## config.mk

```make
export PLATFORM = sky130hd
export DESIGN_NAME = hook_swing_ctrl_flat
export DESIGN_NICKNAME = d
export VERILOG_FILES = /design/src/rtl/hook_swing_ctrl_if.sv /design/src/rtl/hook_swing_ctrl.sv /design/src/flat_wrapper.sv
export SDC_FILE = /design/constraint.sdc
export NUM_CORES = 1
export LEC_CHECK = 0
export CAP_MARGIN = 10
export CORE_UTILIZATION = 51
export DETAILED_ROUTE_END_ITERATION = 7
export PLACE_DENSITY = 0.82
export SETUP_SLACK_MARGIN = 0.05
export SLEW_MARGIN = 20
export SYNTH_ARGS = -nofsm -noshare
export SYNTH_HDL_FRONTEND = slang
export SYNTH_SLANG_ARGS = --single-unit
```

## constraint.sdc

```tcl
create_clock -name clock -period 6.3 [get_ports clock]
set_clock_uncertainty 0.2 [all_clocks]
set_input_delay 1.89 -clock clock [delete_from_list [all_inputs] [get_ports clock]]
set_output_delay 1.89 -clock clock [all_outputs]
set_load 0.1 [all_outputs]
```

## src/rtl/hook_swing_ctrl_if.sv

```systemverilog
// Bundles the hook_swing_ctrl control inputs and draw/status outputs.
// No timing of its own; every signal is a plain wire between sequencer and environment.
// No backpressure: draw_en/draw_done and fire/hook_back are single-cycle pulses.
// Optional: HOOK_SWING_SWEEPCNT_EN adds the 8-bit sweep_count output.
// Ports: master = sequencer (drives degree/draw_en/status), slave = environment.
interface hook_swing_ctrl_if;
    logic       run;
    logic       fire;
    logic       hook_back;
    logic       draw_done;
    logic [8:0] degree;
    logic       draw_en;
    logic       swinging;
    logic       fire_ack;
    logic       timeout_err;
`ifdef HOOK_SWING_SWEEPCNT_EN
    logic [7:0] sweep_count;

    modport master (
        input  run, fire, hook_back, draw_done,
        output degree, draw_en, swinging, fire_ack, timeout_err, sweep_count
    );
    modport slave (
        output run, fire, hook_back, draw_done,
        input  degree, draw_en, swinging, fire_ack, timeout_err, sweep_count
    );
`else
    modport master (
        input  run, fire, hook_back, draw_done,
        output degree, draw_en, swinging, fire_ack, timeout_err
    );
    modport slave (
        output run, fire, hook_back, draw_done,
        input  degree, draw_en, swinging, fire_ack, timeout_err
    );
`endif
endinterface

```

## src/rtl/hook_swing_ctrl.sv

```systemverilog
// Hook angle sequencer: sweeps degree between MIN_DEG/MAX_DEG one STEP per tick, requests a draw after each change.
// Latency: draw_en one cycle after run rises or hook_back; new angle is visible in the draw_en cycle.
// Backpressure: waits for draw_done (bounded by DONE_TIMEOUT) before advancing; fire freezes the angle until hook_back.
// Ports: clock, resetn (async active-low); hif (master): run/fire/hook_back/draw_done in,
//        degree/draw_en/swinging/fire_ack/timeout_err out.
// Optional: define HOOK_SWING_SWEEPCNT_EN to add hif.sweep_count, counting direction flips.
module hook_swing_ctrl #(
    parameter int MIN_DEG      = 20,
    parameter int MAX_DEG      = 160,
    parameter int START_DEG    = 90,
    parameter int STEP         = 2,
    parameter int TICK_CYCLES  = 833334,
    parameter int DONE_TIMEOUT = 1024
) (
    input  logic              clock,
    input  logic              resetn,
    hook_swing_ctrl_if.master hif
);
    localparam int TICK_W = $clog2(TICK_CYCLES + 1);
    localparam int TO_W   = $clog2(DONE_TIMEOUT + 1);
    localparam logic [9:0] MIN10  = 10'(MIN_DEG);
    localparam logic [9:0] MAX10  = 10'(MAX_DEG);
    localparam logic [9:0] STEP10 = 10'(STEP);

    typedef enum logic [2:0] {IDLE, ISSUE, WAIT_DONE, WAIT_TICK, HOLD} state_t;

    state_t            state_q, state_d;
    logic [8:0]        degree_q, degree_d;
    logic              dir_up_q, dir_up_d;
    logic [TICK_W-1:0] tick_cnt_q, tick_cnt_d;
    logic [TO_W-1:0]   to_cnt_q, to_cnt_d;
    logic              fire_pending_q, fire_pending_d;
    logic              fire_ack_q, fire_ack_d;
    logic              timeout_err_q, timeout_err_d;
`ifdef HOOK_SWING_SWEEPCNT_EN
    logic [7:0]        sweep_cnt_q, sweep_cnt_d;
`endif

    logic [9:0] deg_ext;
    logic [8:0] nxt_deg;
    logic       nxt_dir_up;
    logic       tick_expired;
    logic       to_expired;

    // Candidate angle for the next tick; 10-bit so the limit compares cannot wrap.
    always_comb begin
        deg_ext    = {1'b0, degree_q};
        nxt_deg    = degree_q;
        nxt_dir_up = dir_up_q;
        if (dir_up_q) begin
            if (deg_ext + STEP10 >= MAX10) begin
                nxt_deg    = MAX10[8:0];
                nxt_dir_up = 1'b0;
            end else begin
                nxt_deg = 9'(deg_ext + STEP10);
            end
        end else begin
            if (deg_ext <= MIN10 + STEP10) begin
                nxt_deg    = MIN10[8:0];
                nxt_dir_up = 1'b1;
            end else begin
                nxt_deg = 9'(deg_ext - STEP10);
            end
        end
    end

    // Expiry is judged on the incremented count, so WAIT_DONE gives up in the
    // cycle its count would reach DONE_TIMEOUT-1 (error flag lands DONE_TIMEOUT cycles after draw_en).
    assign tick_expired = (int'(tick_cnt_q) + 1) >= (TICK_CYCLES - 1);
    assign to_expired   = (int'(to_cnt_q) + 1) >= (DONE_TIMEOUT - 1);

    always_ff @(posedge clock or negedge resetn) begin
        if (!resetn) begin
            state_q        <= IDLE;
            degree_q       <= 9'(START_DEG);
            dir_up_q       <= 1'b1;
            tick_cnt_q     <= '0;
            to_cnt_q       <= '0;
            fire_pending_q <= 1'b0;
            fire_ack_q     <= 1'b0;
            timeout_err_q  <= 1'b0;
`ifdef HOOK_SWING_SWEEPCNT_EN
            sweep_cnt_q    <= '0;
`endif
        end else begin
            state_q        <= state_d;
            degree_q       <= degree_d;
            dir_up_q       <= dir_up_d;
            tick_cnt_q     <= tick_cnt_d;
            to_cnt_q       <= to_cnt_d;
            fire_pending_q <= fire_pending_d;
            fire_ack_q     <= fire_ack_d;
            timeout_err_q  <= timeout_err_d;
`ifdef HOOK_SWING_SWEEPCNT_EN
            sweep_cnt_q    <= sweep_cnt_d;
`endif
        end
    end

    always_comb begin
        state_d        = state_q;
        degree_d       = degree_q;
        dir_up_d       = dir_up_q;
        tick_cnt_d     = tick_cnt_q;
        to_cnt_d       = to_cnt_q;
        fire_pending_d = fire_pending_q;
        fire_ack_d     = 1'b0;
        timeout_err_d  = timeout_err_q;
`ifdef HOOK_SWING_SWEEPCNT_EN
        sweep_cnt_d    = sweep_cnt_q;
`endif
        case (state_q)
            IDLE: begin
                // A fire latched before run dropped must not freeze the next session.
                fire_pending_d = 1'b0;
                if (hif.run) state_d = ISSUE;
            end
            ISSUE: begin
                to_cnt_d = '0;
                if (hif.fire) fire_pending_d = 1'b1;
                state_d = WAIT_DONE;
            end
            WAIT_DONE: begin
                to_cnt_d = to_cnt_q + TO_W'(1);
                if (hif.fire) fire_pending_d = 1'b1;
                if (hif.draw_done || to_expired) begin
                    if (!hif.draw_done) timeout_err_d = 1'b1;
                    if (!hif.run) begin
                        state_d        = IDLE;
                        fire_pending_d = 1'b0;
                    end else if (fire_pending_q) begin
                        state_d        = HOLD;
                        fire_ack_d     = 1'b1;
                        fire_pending_d = 1'b0;
                    end else begin
                        // A fire arriving in this very cycle stays pending and is taken from WAIT_TICK.
                        state_d    = WAIT_TICK;
                        tick_cnt_d = '0;
                    end
                end
            end
            WAIT_TICK: begin
                tick_cnt_d = tick_cnt_q + TICK_W'(1);
                if (!hif.run) begin
                    state_d = IDLE;
                end else if (hif.fire || fire_pending_q) begin
                    state_d        = HOLD;
                    fire_ack_d     = 1'b1;
                    fire_pending_d = 1'b0;
                end else if (tick_expired) begin
                    state_d  = ISSUE;
                    degree_d = nxt_deg;
                    dir_up_d = nxt_dir_up;
`ifdef HOOK_SWING_SWEEPCNT_EN
                    if (nxt_dir_up != dir_up_q) sweep_cnt_d = sweep_cnt_q + 8'd1;
`endif
                end
            end
            HOLD: begin
                if (!hif.run)          state_d = IDLE;
                else if (hif.hook_back) state_d = ISSUE;
            end
            default: state_d = IDLE;
        endcase
    end

    assign hif.degree      = degree_q;
    assign hif.draw_en     = (state_q == ISSUE);
    assign hif.swinging    = (state_q == ISSUE) || (state_q == WAIT_DONE) || (state_q == WAIT_TICK);
    assign hif.fire_ack    = fire_ack_q;
    assign hif.timeout_err = timeout_err_q;
`ifdef HOOK_SWING_SWEEPCNT_EN
    assign hif.sweep_count = sweep_cnt_q;
`endif
endmodule

```

## src/flat_wrapper.sv

```systemverilog
// flat-port wrapper written by rule: the top's interface ports become plain ports
module hook_swing_ctrl_flat 
#(
    parameter int MIN_DEG      = 20,
    parameter int MAX_DEG      = 160,
    parameter int START_DEG    = 90,
    parameter int STEP         = 2,
    parameter int TICK_CYCLES  = 833334,
    parameter int DONE_TIMEOUT = 1024
)
  (clock, resetn, hif_run, hif_fire, hif_hook_back, hif_draw_done, hif_degree, hif_draw_en, hif_swinging, hif_fire_ack, hif_timeout_err);
  hook_swing_ctrl_if hif_i ();
  input  logic clock;
  input  logic resetn;
  input wire logic [$bits(hif_i.run)-1:0] hif_run;
  input wire logic [$bits(hif_i.fire)-1:0] hif_fire;
  input wire logic [$bits(hif_i.hook_back)-1:0] hif_hook_back;
  input wire logic [$bits(hif_i.draw_done)-1:0] hif_draw_done;
  output wire logic [$bits(hif_i.degree)-1:0] hif_degree;
  output wire logic [$bits(hif_i.draw_en)-1:0] hif_draw_en;
  output wire logic [$bits(hif_i.swinging)-1:0] hif_swinging;
  output wire logic [$bits(hif_i.fire_ack)-1:0] hif_fire_ack;
  output wire logic [$bits(hif_i.timeout_err)-1:0] hif_timeout_err;
  assign hif_i.run = hif_run;
  assign hif_i.fire = hif_fire;
  assign hif_i.hook_back = hif_hook_back;
  assign hif_i.draw_done = hif_draw_done;
  assign hif_degree = hif_i.degree;
  assign hif_draw_en = hif_i.draw_en;
  assign hif_swinging = hif_i.swinging;
  assign hif_fire_ack = hif_i.fire_ack;
  assign hif_timeout_err = hif_i.timeout_err;
  hook_swing_ctrl #(.MIN_DEG(MIN_DEG), .MAX_DEG(MAX_DEG), .START_DEG(START_DEG), .STEP(STEP), .TICK_CYCLES(TICK_CYCLES), .DONE_TIMEOUT(DONE_TIMEOUT)) u_core (.clock(clock), .resetn(resetn), .hif(hif_i));
endmodule
```

==> metrics.txt <==
Final Critical Period=4.324 ns; Max clock buf depth=2; largest net degree at the start of global routing=47; Yosys top cell area share=29.70%; post-synthesis adder-cell area fraction=2.535%; FF-to-FF End=u_core.hif.degree[3]$_DFFE_PN1P_; Power Density=335.0 nW/µm²; DR vias/cell=6.371; synthesized-area fraction occupied by xor and xnor cells=2.282%; global placer's final weighted congestion=0.8987; HP Class=reg2reg; largest family of logic cells by synthesized area=simple AND/OR/NAND/NOR gates; grt total ovfl=0; GR peak layer=met2; synth-to-layout area growth=6.230%; commonest non-fill, non-tap cell in the layout=nand2_1; most frequent cells in the layout=54 x nand2_1, 41 x dfrtp_1, 38 x nor2_1; most used flip-flop cell after synthesis=dfrtp_1; Rows=29; WP data arrival=2.23 ns; status=finished, violations left; wire per inst=14.96 µm; via count=3198; post-CTS setup buffer count=0; post-synthesis sequential area ratio=33.50%; initial antenna violation count=0; Syn Inst Count=432; Max-Cap Viols=0; Reg2Reg Setup Slack=2.97 ns; met3 usage=3.736%; Core Area=6459 µm²; final setup margin=1.976 ns; Ys Warns=0; Nets=437; GR Util met1=29.57%; Synth cell types=71; number of fill cells in the layout=569; clock-pin slew on the worst setup and hold paths=0.09 ns; register area=1157 µm²; Synth Area in Compound Gates=26.29%; startpoint types=flip-flop; met2 Use GR=36.89%; die height=84.30 µm; syn nets=445; critical path class=reg2out; GRT Total Usage=22.18%; CTS Root Cell=clkbuf_8; Synth Area in Simple Gates=27.71%; Peak VDD IR=0.0001118 V; WL final=7508 µm; number of CTS-inserted buffers=5; ys async rst share=100.0%; Critical R2R Launch=u_core.tick_cnt_q[0]$_DFFE_PN0P_; Crit path required time=4.21 ns; RSZ-0062 raised after global routing=false; n_diodes=0; final setup fails=0; Final HPWL DP=5196 µm; clock sink count=46; number of hold buffers added after cts=0; area of the die=7106 µm²; CP max FO=12; CTS tree=done; Worst R2R Path Depth=9; share of layout cells above drive strength 1=7.059%; Hold Slack=0.2702 ns; top post-synthesis cells by area=dfrtp_1 30%, nand2_1 5.9%, o21ai_0 5.4%; Post-CTS Resized=0; worst-margin pin slew=0.9666 ns; vias in the first global route=2871; DRC=4; Post-Synthesis Mean Instance Area=7.997 µm²; I/O Buffers=17; Post-synth EDFFs=0; mux contribution to synthesized area=1.485%; violated checks=DRC; synthesized area=3455 µm²; First-pass DRT Iterations=7; Final Hold Fails=0; P_leak=0.001446 µW; area of the multi-input gates=2087 µm²; Clock Latency Late Sink=0.30 ns; first-pass GRT wire length=13140 µm; hold depth=2; pre-CTS setup slack=2.209 ns; Total Power=1229 µW; ANT nets after route=0; Fin Setup TNS=0 ns; Top Ports=19; H-Tree Depth=2; Crit. End Element=output port; Final Max Slew Viols=0; Die W=84.30 µm; fmax=0.2313 GHz; Seq cells post-synth=46; Worst Hold Launch=u_core.hif.timeout_err$_DFFE_PN0P_; Worst Hold End=u_core.hif.timeout_err$_DFFE_PN0P_; Relative slew margins=35.36%; area leader, netlist=dfrtp_1; Starting DRT DRC Count=232; period utilization=68.64%; Initial Util=53.49%
==> stage by stage <==
stage / util [%] / area, µm² / std cells
finish: 56.82 / 3670 / 502
global route: 56.82 / 3670 / 502
CTS: 56.78 / 3667 / 502
detailed placement: 55.09 / 3558 / 494
global placement: 55.09 / 3558 / 494
floorplan: - / 3455 / 432
==> area by class of cell <==
type / instances / area share (%)
clock buffers: 5 / 1.875
clock inverters: 3 / 1.091
inverters: 14 / 1.432
multi-input cells: 340 / 56.87
flip-flops and latches: 46 / 31.54
well taps: 77 / 2.625
repair buffers: 17 / 4.569
==> cell families (layout without fill, tap and decap cells) <==
group                    Yosys count  in the layout
AO/OA/AOI/OAI                    139            139
XOR/XNOR                           9              9
adder cells (fa/ha/maj)            7              7
buffers and inverters             46             39
flip-flops                        46             46
multiplexers                       5              5
other                              1              1
AND/OR/NAND/NOR                  179            179
==> metal layers <==
layer / vias to the layer above / share of wire, %
met5: - / 0
met4: 0 / 1.5
met3: 13 / 4.2
met2: 89 / 47
met1: 1538 / 47
li1: 1558 / -
==> registers in the layout, indices dropped and copies added (netlist names) <==
| name | count |
|---|---|
| u_core.dir_up_q | 1 |
| u_core.to_cnt_q | 11 |
| u_core.hif.degree | 8 |
| u_core.hif.timeout_err | 1 |
| u_core.state_q | 3 |
| u_core.fire_pending_q | 1 |
| u_core.hif.fire_ack | 1 |
| u_core.tick_cnt_q | 20 |
==> how the worst max path moves through the flow <==
stage / startpoint / to / slack, ns / cells after the start
4_1_cts: u_core.state_q[0]$_DFFE_PN0P_ / hif_draw_en / 1.98 / 3
6_report: u_core.state_q[0]$_DFFE_PN0P_ / hif_draw_en / 1.98 / 3
2_1_floorplan: u_core.state_q[0]$_DFFE_PN0P_ / hif_draw_en / 2.24 / 3
3_3_place_gp: hif_run / u_core.tick_cnt_q[9]$_DFFE_PN0P_ / 2.25 / 6
5_1_grt: u_core.state_q[0]$_DFFE_PN0P_ / hif_draw_en / 1.89 / 3
3_5_place_dp: hif_run / u_core.tick_cnt_q[9]$_DFFE_PN0P_ / 2.21 / 6
==> critical path, stage by stage, from the launching register on <==
cell and delay [ns]:
dfrtp_1 0.54, nand2b_1 0.13, nor2_1 0.13, clkdlybuf4s50_1 1.15
==> report_power, final <==
part | switching, µW | internal, µW
logic | 330 | 177
registers | 140 | 365
clock network | 101 | 117
total | 570 | 659
==> Yosys cell counts (4+ instances only) <==
cell      instances
nor3_1           22
nand3_1          19
clkbuf_1         21
nor2_1           38
a31oi_1          17
mux2i_1           4
o21ai_0          37
and3_1            4
buf_2             6
dfstp_2           5
xnor2_1           5
inv_1            14
xor2_1            4
nand2b_1          5
o21ai_1           7
dfrtp_1          41
a21oi_1          24
o31ai_1          10
nand2_1          54
nor4_1            4
ha_1              7
nor2b_1           4
(Power assumes the default switching activity.)
